<file path="config.mk">
export PLATFORM = sky130hd
export DESIGN_NAME = mem_access
export DESIGN_NICKNAME = d
export VERILOG_FILES = /design/src/rtl/mem_access.sv
export SDC_FILE = /design/constraint.sdc
export NUM_CORES = 1
export LEC_CHECK = 0
export CELL_PAD_IN_SITES_DETAIL_PLACEMENT = 1
export CELL_PAD_IN_SITES_GLOBAL_PLACEMENT = 2
export CORE_ASPECT_RATIO = 1.5
export CORE_UTILIZATION = 25
export DETAILED_ROUTE_END_ITERATION = 10
export HOLD_SLACK_MARGIN = 0.12
export MAX_ROUTING_LAYER = met4
export PLACE_DENSITY = 0.83
export SYNTH_ARGS = -nofsm -noshare
export SYNTH_HDL_FRONTEND = slang
export SYNTH_SLANG_ARGS = --single-unit
</file>
<file path="constraint.sdc">
create_clock -name clk -period 2.2 [get_ports clk]
set_input_delay 0.22 -clock clk [delete_from_list [all_inputs] [get_ports clk]]
set_output_delay 0.22 -clock clk [all_outputs]
set_load 0.01 [all_outputs]
</file>
<file path="src/rtl/mem_access.sv">
// MIPS memory-access stage: drives loads/stores onto a req/ack data bus and registers the MEM/WB result.
// Optional DBUS_TIMEOUT_EN macro: abort a bus request after TIMEOUT_CYCLES un-acked REQ cycles.
module mem_access #(
   parameter int TIMEOUT_CYCLES = 16
) (
   input  logic        clk,
   input  logic        rst,
   input  logic [4:0]  mem_wd,
   input  logic [31:0] mem_wdata,
   input  logic        mem_wreg,
   input  logic [3:0]  mem_op,
   input  logic [31:0] mem_addr,
   input  logic [31:0] mem_sdata,
   output logic        dbus_req,
   output logic        dbus_we,
   output logic [31:0] dbus_addr,
   output logic [3:0]  dbus_sel,
   output logic [31:0] dbus_wdata,
   input  logic [31:0] dbus_rdata,
   input  logic        dbus_ack,
   output logic [4:0]  wb_wd,
   output logic [31:0] wb_wdata,
   output logic        wb_wreg,
   output logic        stall_req,
   output logic        mem_misalign,
   output logic        dbus_timeout
);

   localparam logic [3:0] OP_LB  = 4'd1;
   localparam logic [3:0] OP_LBU = 4'd2;
   localparam logic [3:0] OP_LH  = 4'd3;
   localparam logic [3:0] OP_LHU = 4'd4;
   localparam logic [3:0] OP_LW  = 4'd5;
   localparam logic [3:0] OP_SB  = 4'd6;
   localparam logic [3:0] OP_SH  = 4'd7;
   localparam logic [3:0] OP_SW  = 4'd8;

   localparam int CNT_W = $clog2(TIMEOUT_CYCLES + 1);
   localparam logic [CNT_W-1:0] TO_LIMIT = CNT_W'(TIMEOUT_CYCLES - 1);
`ifdef DBUS_TIMEOUT_EN
   localparam logic TO_EN = 1'b1;
`else
   localparam logic TO_EN = 1'b0;
`endif

   typedef enum logic [1:0] {
      S_IDLE = 2'd0,
      S_REQ  = 2'd1,
      S_DONE = 2'd2
   } state_t;

   state_t            r_state;
   state_t            w_state_nxt;
   logic              w_stall;
   logic              w_ack_hit;
   logic              w_to_hit;
   logic              w_mem_access;
   logic              w_misalign;
   logic [1:0]        w_lane;

   logic              r_dbus_req;
   logic              r_dbus_we;
   logic [31:0]       r_dbus_addr;
   logic [3:0]        r_dbus_sel;
   logic [31:0]       r_dbus_wdata;
   logic [4:0]        r_wb_wd;
   logic [31:0]       r_wb_wdata;
   logic              r_wb_wreg;
   logic              r_misalign;
   logic              r_timeout;
   logic              r_abort;
   logic [31:0]       r_rdata;
   logic [3:0]        r_op;
   logic [1:0]        r_lane;
   logic [CNT_W-1:0]  r_cnt;

   function automatic logic f_is_mem(input logic [3:0] op);
      return (op >= OP_LB) && (op <= OP_SW);
   endfunction

   function automatic logic f_is_store(input logic [3:0] op);
      return (op >= OP_SB) && (op <= OP_SW);
   endfunction

   function automatic logic f_is_load(input logic [3:0] op);
      return (op >= OP_LB) && (op <= OP_LW);
   endfunction

   function automatic logic f_misaligned(input logic [3:0] op, input logic [1:0] lane);
      case (op)
         OP_LH, OP_LHU, OP_SH: return lane[0];
         OP_LW, OP_SW:         return (lane != 2'b00);
         default:              return 1'b0;
      endcase
   endfunction

   // Big-endian lanes: byte offset 0 lives in bits 31:24.
   function automatic logic [3:0] f_lane_sel(input logic [3:0] op, input logic [1:0] lane);
      case (op)
         OP_LB, OP_LBU, OP_SB: return 4'b1000 >> lane;
         OP_LH, OP_LHU, OP_SH: return lane[1] ? 4'b0011 : 4'b1100;
         OP_LW, OP_SW:         return 4'b1111;
         default:              return 4'b0000;
      endcase
   endfunction

   function automatic logic [31:0] f_store_data(input logic [3:0] op, input logic [31:0] sdata);
      case (op)
         OP_SB:   return {4{sdata[7:0]}};
         OP_SH:   return {2{sdata[15:0]}};
         OP_SW:   return sdata;
         default: return 32'd0;
      endcase
   endfunction

   function automatic logic [31:0] f_load_ext(input logic [3:0] op, input logic [1:0] lane,
                                              input logic [31:0] rdata);
      logic [7:0]  b;
      logic [15:0] h;
      case (lane)
         2'd0:    b = rdata[31:24];
         2'd1:    b = rdata[23:16];
         2'd2:    b = rdata[15:8];
         default: b = rdata[7:0];
      endcase
      h = lane[1] ? rdata[15:0] : rdata[31:16];
      case (op)
         OP_LB:   return {{24{b[7]}}, b};
         OP_LBU:  return {24'd0, b};
         OP_LH:   return {{16{h[15]}}, h};
         OP_LHU:  return {16'd0, h};
         OP_LW:   return rdata;
         default: return 32'd0;
      endcase
   endfunction

   assign w_lane       = mem_addr[1:0];
   assign w_mem_access = f_is_mem(mem_op) & ~f_misaligned(mem_op, w_lane);
   assign w_misalign   = f_is_mem(mem_op) &  f_misaligned(mem_op, w_lane);

   // FSM state register
   always_ff @(posedge clk) begin
      if (rst) begin
         r_state <= S_IDLE;
      end else begin
         r_state <= w_state_nxt;
      end
   end

   // FSM next state and stall request
   always_comb begin
      w_state_nxt = r_state;
      w_stall     = 1'b0;
      w_ack_hit   = 1'b0;
      w_to_hit    = 1'b0;
      case (r_state)
         S_IDLE: begin
            if (w_mem_access) begin
               w_state_nxt = S_REQ;
               w_stall     = 1'b1;
            end else begin
               w_state_nxt = S_IDLE;
            end
         end
         S_REQ: begin
            w_stall = 1'b1;
            if (dbus_ack) begin
               w_ack_hit   = 1'b1;
               w_state_nxt = S_DONE;
            end else if (TO_EN && (r_cnt == TO_LIMIT)) begin
               w_to_hit    = 1'b1;
               w_state_nxt = S_DONE;
            end else begin
               w_state_nxt = S_REQ;
            end
         end
         S_DONE:  w_state_nxt = S_IDLE;
         default: w_state_nxt = S_IDLE;
      endcase
   end

   // Bus, writeback and status registers
   always_ff @(posedge clk) begin
      if (rst) begin
         r_dbus_req   <= 1'b0;
         r_dbus_we    <= 1'b0;
         r_dbus_addr  <= 32'd0;
         r_dbus_sel   <= 4'd0;
         r_dbus_wdata <= 32'd0;
         r_wb_wd      <= 5'd0;
         r_wb_wdata   <= 32'd0;
         r_wb_wreg    <= 1'b0;
         r_misalign   <= 1'b0;
         r_timeout    <= 1'b0;
         r_abort      <= 1'b0;
         r_rdata      <= 32'd0;
         r_op         <= 4'd0;
         r_lane       <= 2'd0;
         r_cnt        <= '0;
      end else begin
         r_misalign <= 1'b0;
         r_timeout  <= 1'b0;
         case (r_state)
            S_IDLE: begin
               r_abort <= 1'b0;
               r_cnt   <= '0;
               if (w_mem_access) begin
                  r_dbus_req   <= 1'b1;
                  r_dbus_we    <= f_is_store(mem_op);
                  r_dbus_addr  <= {mem_addr[31:2], 2'b00};
                  r_dbus_sel   <= f_lane_sel(mem_op, w_lane);
                  r_dbus_wdata <= f_store_data(mem_op, mem_sdata);
                  r_op         <= mem_op;
                  r_lane       <= w_lane;
                  r_wb_wd      <= 5'd0;
                  r_wb_wdata   <= 32'd0;
                  r_wb_wreg    <= 1'b0;
               end else if (w_misalign) begin
                  r_misalign <= 1'b1;
                  r_wb_wd    <= 5'd0;
                  r_wb_wdata <= 32'd0;
                  r_wb_wreg  <= 1'b0;
               end else begin
                  r_wb_wd    <= mem_wd;
                  r_wb_wdata <= mem_wdata;
                  r_wb_wreg  <= mem_wreg;
               end
            end
            S_REQ: begin
               r_wb_wd    <= 5'd0;
               r_wb_wdata <= 32'd0;
               r_wb_wreg  <= 1'b0;
               if (w_ack_hit) begin
                  r_rdata    <= dbus_rdata;
                  r_dbus_req <= 1'b0;
               end else if (w_to_hit) begin
                  r_dbus_req <= 1'b0;
                  r_timeout  <= 1'b1;
                  r_abort    <= 1'b1;
               end else begin
                  r_cnt <= r_cnt + CNT_W'(1);
               end
            end
            S_DONE: begin
               // Upstream still holds the op here; this edge is where the pipeline advances.
               if (f_is_load(r_op) && !r_abort) begin
                  r_wb_wd    <= mem_wd;
                  r_wb_wdata <= f_load_ext(r_op, r_lane, r_rdata);
                  r_wb_wreg  <= mem_wreg;
               end else begin
                  r_wb_wd    <= 5'd0;
                  r_wb_wdata <= 32'd0;
                  r_wb_wreg  <= 1'b0;
               end
            end
            default: begin
               r_dbus_req <= 1'b0;
               r_wb_wd    <= 5'd0;
               r_wb_wdata <= 32'd0;
               r_wb_wreg  <= 1'b0;
            end
         endcase
      end
   end

   assign dbus_req     = r_dbus_req;
   assign dbus_we      = r_dbus_we;
   assign dbus_addr    = r_dbus_addr;
   assign dbus_sel     = r_dbus_sel;
   assign dbus_wdata   = r_dbus_wdata;
   assign wb_wd        = r_wb_wd;
   assign wb_wdata     = r_wb_wdata;
   assign wb_wreg      = r_wb_wreg;
   assign mem_misalign = r_misalign;
   assign dbus_timeout = r_timeout;
   // No stall while reset is held, even if upstream still presents a memory op.
   assign stall_req    = w_stall & ~rst;

endmodule

</file>
==> metrics.txt <==
# TYPE chip_impl_metric gauge
chip_impl_metric{name="ff2ff_setup_slack",unit="ns"} 0.26
chip_impl_info{name="r2r-start",value="r_lane[0]$_SDFFE_PP0N_"} 1
chip_impl_metric{name="gr-usage-all-layers",unit="%"} 17.6
chip_impl_metric{name="path_max_fanout",unit=""} 6
chip_impl_info{name="synth_top_family_by_area",value="compound AO/OA/AOI/OAI gates"} 1
chip_impl_metric{name="routability_congestion",unit=""} 0.807
chip_impl_metric{name="insertion_delay",unit="ns"} 0.43
chip_impl_info{name="hold-path-endpoint",value="dbus_addr[31]$_SDFFE_PP0N_"} 1
chip_impl_metric{name="grt_pass1_wl",unit="um"} 35200
chip_impl_metric{name="number_of_violations_of_the_max_capacitance_limit",unit=""} 0
chip_impl_metric{name="avgViaCountPerCell",unit=""} 4.78
chip_impl_metric{name="synthesis.yosys.warnings",unit=""} 0
chip_impl_metric{name="synthDistinctLibCells",unit=""} 63
chip_impl_metric{name="placeableCoreArea",unit="sq um"} 25200
chip_impl_metric{name="start_util",unit="%"} 25.7
chip_impl_info{name="run_status",value="finished, final reports clean"} 1
chip_impl_metric{name="drtPass1Iterations",unit=""} 5
chip_impl_info{name="kind_of_end_point_of_the_critical_path",value="output pin"} 1
chip_impl_metric{name="num_rows",unit=""} 71
chip_impl_metric{name="period_share",unit="%"} 94.7
chip_impl_metric{name="number_of_antenna_violations_at_the_first_check_in_global_routing",unit=""} 0
chip_impl_metric{name="total_leakage_power",unit="nW"} 3.64
chip_impl_metric{name="hold_viol_final",unit=""} 0
chip_impl_metric{name="final_antenna_net_count",unit=""} 0
chip_impl_info{name="synthFlopType",value="dfxtp_1"} 1
chip_impl_metric{name="finalCriticalPeriod",unit="ns"} 2.08
chip_impl_info{name="final_cell_mix",value="245 x clkdlybuf4s50_1, 147 x dfxtp_1, 118 x nand2_1"} 1
chip_impl_metric{name="clock_pin_slew_of_the_registers_on_the_worst_case_setup_and_hold_paths",unit="ns"} 0.06
chip_impl_metric{name="grt_pass1_vias",unit=""} 6530
chip_impl_metric{name="worst_hold_path.num_cells",unit=""} 3
chip_impl_metric{name="drt-wirelength-per-cell",unit="um"} 17.7
chip_impl_metric{name="drive_above_1_share",unit="%"} 11.4
chip_impl_metric{name="die_area",unit="sq um"} 26600
chip_impl_metric{name="post_synth.cell_area_avg",unit="sq um"} 9.47
chip_impl_info{name="hold_start",value="rst"} 1
chip_impl_metric{name="worst-endpoint-arrival",unit="ns"} 1.86
chip_impl_info{name="grt_setup_unrepaired",value="false"} 1
chip_impl_metric{name="place.detailed.hpwl",unit="um"} 17000
chip_impl_metric{name="synthMuxAreaShare",unit="%"} 10.7
chip_impl_metric{name="hold_buffers",unit=""} 0
chip_impl_metric{name="nets",unit=""} 1086
chip_impl_metric{name="synth_enable_flop_cells",unit=""} 0
chip_impl_metric{name="grt_start_max_net_pins",unit=""} 95
chip_impl_metric{name="synth-compound-area-share",unit="%"} 21.7
chip_impl_metric{name="setup-violations-final",unit=""} 0
chip_impl_metric{name="worst-r2r-cell-count",unit=""} 4
chip_impl_info{name="worst_path_max_delay_cell",value="clkdlybuf4s50_1"} 1
chip_impl_metric{name="pin_count",unit=""} 252
chip_impl_metric{name="routed_wl",unit="um"} 22700
chip_impl_metric{name="place.port_buffers",unit=""} 248
chip_impl_metric{name="synthSimpleGateAreaFrac",unit="%"} 17.4
chip_impl_metric{name="synth-seq-area-share",unit="%"} 45.4
chip_impl_metric{name="fmax",unit="GHz"} 0.480
chip_impl_metric{name="adder_cell_fraction_of_synth_area",unit="%"} 0
chip_impl_metric{name="clock-sinks",unit=""} 147
chip_impl_metric{name="cellPowerDensity",unit="nW/um^2"} 717
chip_impl_metric{name="finalSetupTns",unit="ns"} 0
chip_impl_info{name="setup.worst_path.start_class",value="primary input"} 1
chip_impl_metric{name="diodes",unit=""} 0
chip_impl_metric{name="numCtsBuffers",unit=""} 17
chip_impl_metric{name="maxSlewHeadroom",unit="%"} 42.5
chip_impl_metric{name="area_growth_syn_to_layout",unit="%"} 57.7
chip_impl_metric{name="crit_path_max_incr_delay",unit="ns"} 0.64
chip_impl_metric{name="detail_route.drc_violations",unit=""} 0
chip_impl_metric{name="timing_max_transition_violations_final",unit=""} 0
chip_impl_info{name="critical_path.reg2reg.endpoint",value="wb_wdata[5]$_SDFF_PP0_"} 1
chip_impl_metric{name="timing_worst_slew_pin_value",unit="ns"} 0.856
chip_impl_metric{name="worst-path-buf-inv",unit=""} 2
chip_impl_metric{name="total_power",unit="mW"} 7.32
chip_impl_metric{name="cts-root-to-sink-buffers",unit=""} 2
chip_impl_info{name="timing_worst_setup_path_type",value="primary input to output pin"} 1
chip_impl_info{name="most_common_cell_after_layout_fill_and_taps_aside",value="clkdlybuf4s50_1"} 1
chip_impl_metric{name="die_width",unit="um"} 133
chip_impl_metric{name="globalRoute.totalOverflow",unit=""} 0
chip_impl_metric{name="fp.dieH",unit="um"} 199
chip_impl_metric{name="cts_max_level",unit=""} 4
chip_impl_info{name="timing.hold.worst.class",value="primary input to flop"} 1
chip_impl_info{name="critPathTopFamily",value="buffers and inverters"} 1
chip_impl_metric{name="vias",unit=""} 6146
chip_impl_metric{name="worst_ep_required_time",unit="ns"} 1.98
chip_impl_metric{name="count_of_state_elements_after_synthesis",unit=""} 147
chip_impl_info{name="cp_cell_sequence",value="clkdlybuf4s50_1, o22ai_1, a22o_1, o31a_1, dlygate4sd2_1"} 1
chip_impl_info{name="cts.root.buffer_cell",value="clkbuf_16"} 1
chip_impl_metric{name="synth_area",unit="sq um"} 6480
chip_impl_metric{name="drt_first_iter_violations",unit=""} 195
chip_impl_metric{name="number_of_cells_produced_by_synthesis",unit=""} 684
chip_impl_metric{name="vdd_drop_max",unit="mV"} 0.571
chip_impl_metric{name="synth-async-reset-ratio",unit="%"} 0
chip_impl_metric{name="synthXorXnorAreaFrac",unit="%"} 0.135
chip_impl_info{name="tritoncts",value="built"} 1
chip_impl_metric{name="fin_worst_skew",unit="ns"} 0.0100
## tightest hold or removal path, stage by stage
cell      delay, ns
buf_2          0.21
nand2b_1       0.13
mux2i_1        0.06
## worst max path at each step
| stage | start | endpoint | slack, ns | cells after the start |
|---|---|---|---|---|
| after floorplan | r_lane[0]$_SDFFE_PP0N_ | wb_wdata[15]$_SDFF_PP0_ | 0.40 | 5 |
| after global placement | mem_op[1] | dbus_addr[6]$_SDFFE_PP0N_ | -0.19 | 7 |
| after detailed placement | mem_op[1] | dbus_addr[3]$_SDFFE_PP0N_ | -0.22 | 7 |
| after CTS | mem_op[0] | stall_req | 0.07 | 6 |
| after global routing | mem_addr[0] | stall_req | 0.03 | 5 |
| final | mem_addr[0] | stall_req | 0.12 | 5 |
## cells by family after synthesis
family / Yosys count
buf+inv: 61
flops: 147
simple gates: 217
xor+xnor: 1
mux: 59
other cells: 1
compound gates: 198
## state kept, by name (all words and copies together), names as in the netlist
register and flops:
dbus_wdata 32, r_rdata 32, dbus_addr 30, wb_wd 5, r_lane 2, dbus_sel 4, wb_wreg 1, wb_wdata 32
mem_misalign 1, dbus_we 1, dbus_req 1, r_op 4, r_state 2
## repair_timing
item / in CTS / in global routing
endpoints found under the setup margin: 1 / 1
resized for setup: 2 / 1
buffers inserted: 0 / 0
## power by group
| part | total, mW | leakage, nW | switching, mW | internal, mW |
|---|---|---|---|---|
| clock | 3.28 | 0.319 | 1.25 | 2.03 |
| sequential | 2.88 | 1.20 | 0.0914 | 2.79 |
| combinational | 1.16 | 2.13 | 0.501 | 0.664 |
| total | 7.32 | 3.64 | 1.84 | 5.48 |
## per-stage QoR
step | setup slack [ns] | cell area, sq um | instances | hold slack, ns | utilization (%)
6_report | 0.116 | 10200 | 1286 | 0.245 | 40.5
5_1_grt | 0.0343 | 10200 | 1286 | 0.274 | 40.5
4_1_cts | 0.0721 | 10200 | 1286 | 0.245 | 40.5
3_5_place_dp | -0.220 | 9550 | 1254 | 0.445 | 37.9
3_3_place_gp | -0.188 | 9550 | 1254 | 0.443 | 37.9
2_1_floorplan | 0.400 | 6490 | 686 | 0.335 | -
## area by class of cell
class,instances,area [sq um]
clock inverters,15,231
fillers,2895,15000
clock buffers,17,425
inverters,3,11.3
repair buffers,298,2930
flip-flops and latches,147,2940
well taps,328,410
multi-input cells,478,3270
## cell usage after synthesis (3+ instances only)
library cell / count / area, sq um
a21o_1: 3 / 22.5
a21oi_1: 42 / 210
a222oi_1: 7 / 70.1
a22o_1: 18 / 158
a22oi_1: 17 / 128
a2bb2oi_1: 16 / 140
a31oi_1: 4 / 25.0
a32oi_1: 7 / 61.3
and2_1: 8 / 50.1
buf_2: 16 / 80.1
buf_4: 6 / 45.0
buf_6: 4 / 45.0
clkbuf_1: 32 / 120
dfxtp_1: 147 / 2940
mux2i_1: 49 / 490
mux4_2: 8 / 180
nand2_1: 118 / 443
nand2b_1: 58 / 363
nand3b_1: 3 / 22.5
nor2_1: 8 / 30.0
nor3_1: 3 / 15.0
o21a_1: 3 / 22.5
o21ai_0: 14 / 70.1
o21ai_1: 25 / 125
o22ai_1: 9 / 56.3
o2bb2ai_1: 16 / 140
## layer usage
metal  GRT usage, %  share of wire, %
met4           7.49               2.5
met5              -                 0
met2           32.7                54
met1           17.7                39
met3           3.75               4.7
(Power assumes the default switching activity.)
